`config.mk`:
```
export PLATFORM = sky130hd
export DESIGN_NAME = sc_request_arbiter
export DESIGN_NICKNAME = d
export VERILOG_FILES = /design/src/rtl/sc_request_arbiter.sv
export SDC_FILE = /design/constraint.sdc
export NUM_CORES = 1
export LEC_CHECK = 0
export BUFFER_PORTS_ARGS = -buffer_cell sky130_fd_sc_hd__buf_2
export CORE_MARGIN = 2
export CORE_UTILIZATION = 40
export CTS_BUF_LIST = sky130_fd_sc_hd__clkbuf_4 sky130_fd_sc_hd__clkbuf_8 sky130_fd_sc_hd__clkbuf_16
export DETAILED_ROUTE_END_ITERATION = 16
export GPL_TIMING_DRIVEN = 0
export MAX_ROUTING_LAYER = met4
export PLACE_DENSITY = 0.81
export SETUP_SLACK_MARGIN = 0.15
export SYNTH_ARGS = -nofsm -noshare
export SYNTH_HDL_FRONTEND = slang
export SYNTH_SLANG_ARGS = --single-unit
```
`constraint.sdc`:
```
create_clock -name clk -period 6 [get_ports clk]
set_input_delay 1.2 -clock clk [delete_from_list [all_inputs] [get_ports clk]]
set_output_delay 1.2 -clock clk [all_outputs]
set_load 0.01 [all_outputs]
```
`src/rtl/sc_request_arbiter.sv`:
```
// sc_request_arbiter
// Round-robin arbiter for the slow-control TX FIFO write port. Each cycle
// in IDLE it searches the requesters starting just after the last winner.
// It latches the winner's 56-bit command behind a fixed header byte, then
// waits in WRITE until the FIFO can take the frame. If the FIFO stays
// blocked too long, the frame is dropped.
module sc_request_arbiter #(
    parameter int          NUM_REQ   = 4,
    parameter logic [7:0]  HEADER    = 8'h7E,
    parameter int          STALL_MAX = 1023,
    parameter int          CNT_W     = 16,
    localparam int         IDX_W     = (NUM_REQ > 1) ? $clog2(NUM_REQ) : 1
) (
    input  logic                    clk,
    input  logic                    rst,
    input  logic                    flush,
    input  logic [NUM_REQ-1:0]      req_valid,
    input  logic [NUM_REQ*56-1:0]   req_payload,
    output logic [NUM_REQ-1:0]      req_ack,
    output logic [NUM_REQ-1:0]      req_err,
    output logic [63:0]             fifo_di,
    output logic                    fifo_wren,
    input  logic                    fifo_full,
    input  logic                    fifo_wrbusy,
    output logic [IDX_W-1:0]        grant_id,
    output logic                    busy,
    output logic [CNT_W-1:0]        frames_written,
    output logic                    stall_timeout
);

    localparam int STALL_W = 16;

    typedef enum logic {
        ST_IDLE  = 1'b0,
        ST_WRITE = 1'b1
    } state_t;

    // One-hot decode of a requester index, used for ack/err pulses.
    function automatic logic [NUM_REQ-1:0] idx_onehot(input logic [IDX_W-1:0] idx);
        logic [NUM_REQ-1:0] vec;
        vec      = '0;
        vec[idx] = 1'b1;
        return vec;
    endfunction

    state_t               state_q, state_d;
    logic [IDX_W-1:0]     rr_ptr_q, rr_ptr_d;
    logic [IDX_W-1:0]     grant_id_q, grant_id_d;
    logic [63:0]          fifo_di_q, fifo_di_d;
    logic                 fifo_wren_q, fifo_wren_d;
    logic [NUM_REQ-1:0]   req_ack_q, req_ack_d;
    logic [NUM_REQ-1:0]   req_err_q, req_err_d;
    logic [STALL_W-1:0]   stall_cnt_q, stall_cnt_d;
    logic [STALL_W-1:0]   stall_inc;
    logic [CNT_W-1:0]     frames_q, frames_d;
    logic                 stall_to_q, stall_to_d;

    logic                 rr_hit;
    logic [IDX_W-1:0]     rr_pick;
    logic [55:0]          payload_arr [NUM_REQ];

    // Slice the flat payload bus into one command per requester.
    for (genvar g = 0; g < NUM_REQ; g++) begin : g_payload
        assign payload_arr[g] = req_payload[56*g +: 56];
    end

    // Round-robin search: first active requester after the last winner.
    always_comb begin
        rr_hit  = 1'b0;
        rr_pick = '0;
        for (int k = 1; k <= NUM_REQ; k++) begin
            int               cand;
            logic [IDX_W-1:0] cand_idx;
            cand     = (int'(rr_ptr_q) + k) % NUM_REQ;
            cand_idx = cand[IDX_W-1:0];
            if (!rr_hit && req_valid[cand_idx]) begin
                rr_hit  = 1'b1;
                rr_pick = cand_idx;
            end
        end
    end

    assign stall_inc = stall_cnt_q + STALL_W'(1);

    // Next-state logic: grant in IDLE, write or stall-count in WRITE.
    // A flush overrides everything and leaves pointer and counters alone.
    always_comb begin
        state_d     = state_q;
        rr_ptr_d    = rr_ptr_q;
        grant_id_d  = grant_id_q;
        fifo_di_d   = fifo_di_q;
        fifo_wren_d = 1'b0;
        req_ack_d   = '0;
        req_err_d   = '0;
        stall_cnt_d = stall_cnt_q;
        frames_d    = frames_q;
        stall_to_d  = stall_to_q;

        if (flush) begin
            state_d = ST_IDLE;
        end else begin
            case (state_q)
                ST_IDLE: begin
                    if (rr_hit) begin
                        grant_id_d  = rr_pick;
                        fifo_di_d   = {HEADER, payload_arr[rr_pick]};
                        stall_cnt_d = '0;
                        state_d     = ST_WRITE;
                    end
                end
                ST_WRITE: begin
                    if (!fifo_full && !fifo_wrbusy) begin
                        fifo_wren_d = 1'b1;
                        req_ack_d   = idx_onehot(grant_id_q);
                        rr_ptr_d    = grant_id_q;
                        frames_d    = frames_q + CNT_W'(1);
                        state_d     = ST_IDLE;
                    end else begin
                        stall_cnt_d = stall_inc;
                        // Give up on this frame once the FIFO has blocked long enough.
                        if (stall_inc == STALL_W'(STALL_MAX)) begin
                            req_err_d  = idx_onehot(grant_id_q);
                            stall_to_d = 1'b1;
                            rr_ptr_d   = grant_id_q;
                            state_d    = ST_IDLE;
                        end
                    end
                end
                default: state_d = ST_IDLE;
            endcase
        end
    end

    // State and output registers; reset puts every output at zero.
    always_ff @(posedge clk or posedge rst) begin
        if (rst) begin
            state_q     <= ST_IDLE;
            rr_ptr_q    <= IDX_W'(NUM_REQ - 1);
            grant_id_q  <= '0;
            fifo_di_q   <= '0;
            fifo_wren_q <= 1'b0;
            req_ack_q   <= '0;
            req_err_q   <= '0;
            stall_cnt_q <= '0;
            frames_q    <= '0;
            stall_to_q  <= 1'b0;
        end else begin
            state_q     <= state_d;
            rr_ptr_q    <= rr_ptr_d;
            grant_id_q  <= grant_id_d;
            fifo_di_q   <= fifo_di_d;
            fifo_wren_q <= fifo_wren_d;
            req_ack_q   <= req_ack_d;
            req_err_q   <= req_err_d;
            stall_cnt_q <= stall_cnt_d;
            frames_q    <= frames_d;
            stall_to_q  <= stall_to_d;
        end
    end

    assign req_ack        = req_ack_q;
    assign req_err        = req_err_q;
    assign fifo_di        = fifo_di_q;
    assign fifo_wren      = fifo_wren_q;
    assign grant_id       = grant_id_q;
    assign busy           = (state_q == ST_WRITE);
    assign frames_written = frames_q;
    assign stall_timeout  = stall_to_q;

    // Ack and err together carry at most one set bit; wren tracks ack.
    a_pulse_onehot: assert property (@(posedge clk) disable iff (rst)
        $onehot0({req_ack_q, req_err_q}));
    a_wren_ack: assert property (@(posedge clk) disable iff (rst)
        fifo_wren_q == (|req_ack_q));

endmodule
```
Word level (Yosys, flattened, before mapping)
Cells that the tools add are included.
Storage, ports and cells
  flip-flop bits (word level): 104
  input bits: 233
  output and inout port bits: 93
  logic and storage cells: 87
Cells by class
  add/sub/neg operators: 6
  order comparisons: 7
  eq/ne operators: 3
  multiplexer cells: 41
  bitwise logic cells: 4
  reduce and logical (&&, ||, !) cells: 16
Operators with widths (number)
  56-bit binary-select mux with 2-bit select: 1
  56-bit 2-to-1 mux: 2
  16-bit by 1-bit adder with 16-bit output, second input constant: 2
  16-bit 2-to-1 mux: 2
  16-bit one-hot mux with 2 select lines: 1
  4-bit 2-to-1 mux: 7
  16-bit by 10-bit equality test with 1-bit output, second input constant: 1
  1-bit 2-to-1 mux: 16
  2-bit by 3-bit < comparator with 1-bit output, second input constant: 5
  2-bit 2-to-1 mux: 6
  3-bit AND reduction: 4
  1-bit binary-select mux with 2-bit select: 4
  1-bit logical AND: 5
  1-bit logical NOT: 5
  2-bit by 1-bit adder with 2-bit output, second input constant: 2
  2-bit adder, second input constant: 2
  2-bit != test, second input constant: 2
  4-bit AND reduction: 1
  3-bit >= comparator, second input constant: 1
  1-bit NOT: 3
  2-bit NOT with 3-bit output: 1
  1-bit demux with 2-bit select: 1
  2-bit by 1-bit >= comparator with 1-bit output, second input constant: 1
  1-bit one-hot mux with 2 select lines: 1
  2-bit nonzero test: 1

Logic depth before layout (Yosys ltp)
  word-level depth: 17
  gate-level depth with buffers: 9
  depth with buffers taken out: 7

Least setup slack after synthesis
No wires, ideal clock.
  path type: input port to flip-flop
  start: input port fifo_wrbusy
  end: register frames_q[15] (netlist: frames_written[15])
  arrival time: 2.515 ns
  path slack: 3.360 ns
  stages on the path: 6
  cells stage by stage: nor2_1 nand3b_1 or3_1 nor2b_1 nand3_1 xnor2_1
On the way
  cells in the longest elaborated chain, start to end: 3
RTL lines
  from (decl): line 24  | input logic fifo_wrbusy,
  1-bit logical NOT: line 112  | if (!fifo_full && !fifo_wrbusy) begin
  1-bit logical AND: line 112
  3-bit AND reduction (no line)
  to (signal assigned): line 156  | frames_q <= frames_d;
  to (decl): line 55  | logic [CNT_W-1:0] frames_q, frames_d;
No other way between the ends.
A chain may end at the register's enable or synchronous reset.

Final worst setup path
  start: input port req_valid[1]
  end: register fifo_di_q[19] (netlist: fifo_di[19])
On the way
  cells in the longest elaborated chain, start to end: 16
  elaborated cells on any way between the ends: 27
RTL lines
  from (decl): line 17  | input logic [NUM_REQ-1:0] req_valid,
  1-bit binary-select mux with 2-bit select: line 76  | if (!rr_hit && req_valid[cand_idx]) begin
  1-bit 2-to-1 mux (implied by the code): line 76
  1-bit 2-to-1 mux: line 76
  1-bit logical NOT: line 76
  1-bit logical AND: line 76
  1-bit 2-to-1 mux: line 76
  1-bit logical NOT: line 76
  1-bit logical AND: line 76
  1-bit 2-to-1 mux: line 76
  1-bit logical NOT: line 76
  1-bit logical AND: line 76
  2-bit 2-to-1 mux: line 76
  2-bit NOT with 3-bit output (implied by the code): line 106  | fifo_di_d = {HEADER, payload_arr[rr_pick]};
  56-bit binary-select mux with 2-bit select: line 106
  56-bit 2-to-1 mux (implied by the code) (2 in a row): line 106
  to (signal assigned): line 151  | fifo_di_q <= fifo_di_d;
  to (decl): line 49  | logic [63:0] fifo_di_q, fifo_di_d;
Parallel ways exist; a longest one is shown, timed or not. The select of a mux whose other input is x is not followed.

==> key figures <==
Cells and area
  – Diodes inserted: 0
  – Nets: 1273
  – Final Util: 54.5%
  – Fillers: 1505
  – Layout area overhead: 35.1%
  – Share of layout cells above drive strength 1: 37.6%

Critical path
  – WS Path Type: input port to register
  – Reg2reg path depth: 7
  – Worst stage delay on the critical path: 0.46 ns
  – Setup slack, reg-to-reg: 3.35 ns
  – Worst endpoint data arrival time: 3.27 ns
  – CP Buf/Inv Count: 4
  – Worst-path fanout max: 10
  – Slowest CP cell: clkbuf_1
  – Crit end category: register
  – RR Endpoint: rr_ptr_q[1]
  – Crit path cell chain: buf_2 > nor4_1 > or3_1 > buf_2 > clkbuf_1 > clkbuf_1 > a21o_1
  – Cell family with most CP delay: buffers and inverters
  – Setup crit start kind: input port
  – Critical Path RT: 6.29 ns
  – Launching point of the worst reg2reg path: stall_cnt_q[0]

CTS
  – Skew-Pair Late Insertion Delay: 0.36 ns
  – Clock transition at path regs: 0.08 ns
  – Clock Path Buffers: 2
  – CTS Hold Bufs: 0
  – Clock buffers created by TritonCTS: 9
  – Setup Fix Bufs, Post-CTS: 0
  – Root Buffer: clkbuf_16
  – CTS H-Tree Depth: 3
  – CTS-repair resized insts: 0
  – CTS tree: done
  – CTS sink cnt: 104

GRT
  – Initial antenna violation count: 0
  – Most Crowded Layer GR: met2
  – Met2 GRT Util: 43.1%
  – Grt ovf: 0
  – First-pass GRT wire length: 33100 µm
  – GRT Util Overall: 26.4%
  – Vias in the first global route: 6314
  – Grt met3 use: 4.47%
  – Largest net degree at the start of global routing: 65
  – Routing usage on met1: 33.3%

Floorplan
  – Core Region: 0.0157 mm²
  – Ports: 326
  – Die W: 130 µm
  – # rows: 46
  – DIE AREA: 0.0169 mm²
  – Starting Density: 40.3%
  – Die Ht: 130 µm

Power and ir drop
  – Pint: 1.34 mW
  – Logic gate share of total power: 26.6%
  – Sw power: 0.687 mW
  – Clock Power Share: 30.5%
  – Register share of total power: 42.9%
  – Worst-case vdd ir drop: 134 µV
  – Leak Pwr: 4.45 nW
  – Pwr Total: 2.03 mW
  – Switching Fraction: 33.8%
  – Pwr per Cell Area: 237 mW/mm²

Job
  – Max Cap Violations: 0

Worst hold path
  – Worst min path class: register to register
  – Worst Hold Endpoint: fifo_di[46]
  – Hold path cells: 1
  – Hold Crit Start: fifo_di[46]

Route
  – Drt pass-1 iters: 5
  – Via/cell ratio: 5.39
  – Post-route DRC: 0
  – WL final: 22600 µm
  – Post-detailed-route count of antenna-violating nets: 0
  – Total number of vias: 6786
  – DR iter-0 viols: 486
  – Avg WL per Cell: 17.9 µm

Synth
  – Async set-reset flop share out of synthesis: 100%
  – Number of synthesized flops with an enable pin: 0
  – Synthesized area per cell: 9.03 µm²
  – Seq/Total Area, Yosys: 41.1%
  – Post-synth top flop: dfrtp_1
  – Syn Inst Count: 702
  – Post-synthesis register bit count: 104
  – Count of cell types in the netlist: 57
  – Post-synthesis cell area: 0.00634 mm²
  – Synthesis Warnings: 0

Timing
  – Worst slew margin: 50.3%
  – Final setup TNS: 0 ns
  – Worst setup margin: 3.02 ns
  – Worst hold slack: 0.473 ns
  – Final setup fails: 0
  – Fmax: 335 MHz
  – Hold Vio Cnt, Final: 0
  – Crit share post-route: 49.7%
  – Unrepaired setup endpoints after global routing: false
  – Layout Skew: 0.0128 ns
  – Worst slew pin tran: 0.745 ns
  – Fin. max-slew vios: 0
  – Final min period: 2.98 ns

Placed design
  – Final HPWL DP: 17600 µm
  – Pre-CTS WS: 2.61 ns
  – GPL Wtd Cong: 0.879
  – Port bufs: 322

Status
  – Outcome: finished, final reports clean
power by group through the flow:
stage,sequential (mW),clock [mW],combinational [mW]
3_3_place_gp,0.877,0,0.529
3_5_place_dp,0.881,0,0.543
2_1_floorplan,0.909,0,0.245
5_1_grt,0.883,0.660,0.591
4_1_cts,0.869,0.635,0.544
6_report,0.871,0.620,0.541
cell usage in the layout, fill, tap and decap left out, drive strengths merged, types with 2 or more instances in the layout:
master / count
nand3: 12
xor2: 3
o21ai: 11
nand3b: 2
nor2: 17
a311oi: 56
or2: 4
a211oi: 57
and3: 5
buf: 357
conb: 2
and3b: 2
a21boi: 2
or2b: 2
nor4: 3
inv: 13
xnor2: 14
nand4: 7
or3: 5
nor2b: 4
and2: 59
dfrtp: 102
a21o: 66
a21oi: 5
clkbuf: 39
nand2: 146
mux2i: 4
ha: 3
nor3: 7
o31ai: 11
nand2b: 8
a221oi: 2
dfstp: 2
layout make-up:
| type | count | area [µm²] | area share (%) |
|---|---|---|---|
| Multi-Input combinational cell | 528 | 3360 | 39.2 |
| Clock buffer | 9 | 225 | 2.63 |
| Timing Repair Buffer | 323 | 1640 | 19.1 |
| Clock inverter | 7 | 86.3 | 1.01 |
| Inverter | 7 | 28.8 | 0.336 |
| Buffer | 64 | 355 | 4.15 |
| Tap cell | 216 | 270 | 3.15 |
| Sequential cell | 104 | 2610 | 30.4 |
cell families after synthesis:
group,count (synthesis),share of synthesized area [%]
other cells,1,0.0591
mux,5,0.809
simple gates,285,22.5
fa+ha+maj,3,0.592
flops,104,41.1
buf+inv,71,6.02
xor+xnor,17,2.35
compound gates,216,26.6
registers in the layout, indices dropped and copies added (netlist names):
name            count
req_ack             4
rr_ptr_q            2
fifo_di            57
req_err             4
grant_id            2
stall_timeout       1
stall_cnt_q        16
busy                1
fifo_wren           1
frames_written     16
synth_stat cells (all sizes together) (5+ instances only):
library cell,n,area [µm²]
a211oi,57,440
a21o,66,497
a21oi,5,25.0
a311oi,56,490
and2,59,369
and3,5,32.5
buf,34,243
clkbuf,30,113
dfrtp,102,2550
inv,7,26.3
nand2,146,548
nand2b,8,50.1
nand3,12,77.6
nand4,7,58.8
nor2,17,63.8
nor3,7,40.0
o21ai,11,55.1
o31ai,11,96.3
or3,5,31.3
xnor2,14,123
stage by stage:
step                instances  instance area (µm²)
finish                   1258                 8570
global route             1258                 8570
CTS                      1258                 8570
detailed placement       1242                 8260
global placement         1241                 8230
floorplan                 703                 6340
worst max path at each step:
stage | startpoint | endpoint | slack [ns] | cells past startpoint
floorplan | rst | busy | 2.07 | 1
global placement | rst | fifo_di[47] | 0.87 | 2
detailed placement | req_valid[2] | fifo_di[4] | 2.61 | 8
CTS | req_valid[1] | fifo_di[19] | 2.98 | 7
global route | req_valid[1] | fifo_di[19] | 2.83 | 7
finish | req_valid[1] | fifo_di[19] | 3.02 | 7
worst register-to-register path, stage by stage, from the launching register on:
cell and delay, ns:
dfrtp_1 0.54, ha_1 0.33, nand4_1 0.33, nor4_1 0.49, xor2_1 0.21, or2_2 0.35
a221oi_1 0.24, nand2_1 0.08
layer usage:
layer / wire [µm] / vias up
met5: 0 / -
met4: 545 / 0
met3: 1380 / 37
met2: 11000 / 293
met1: 9630 / 3256
li1: - / 3200
No activity file was read; power rests on OpenSTA's default activity.
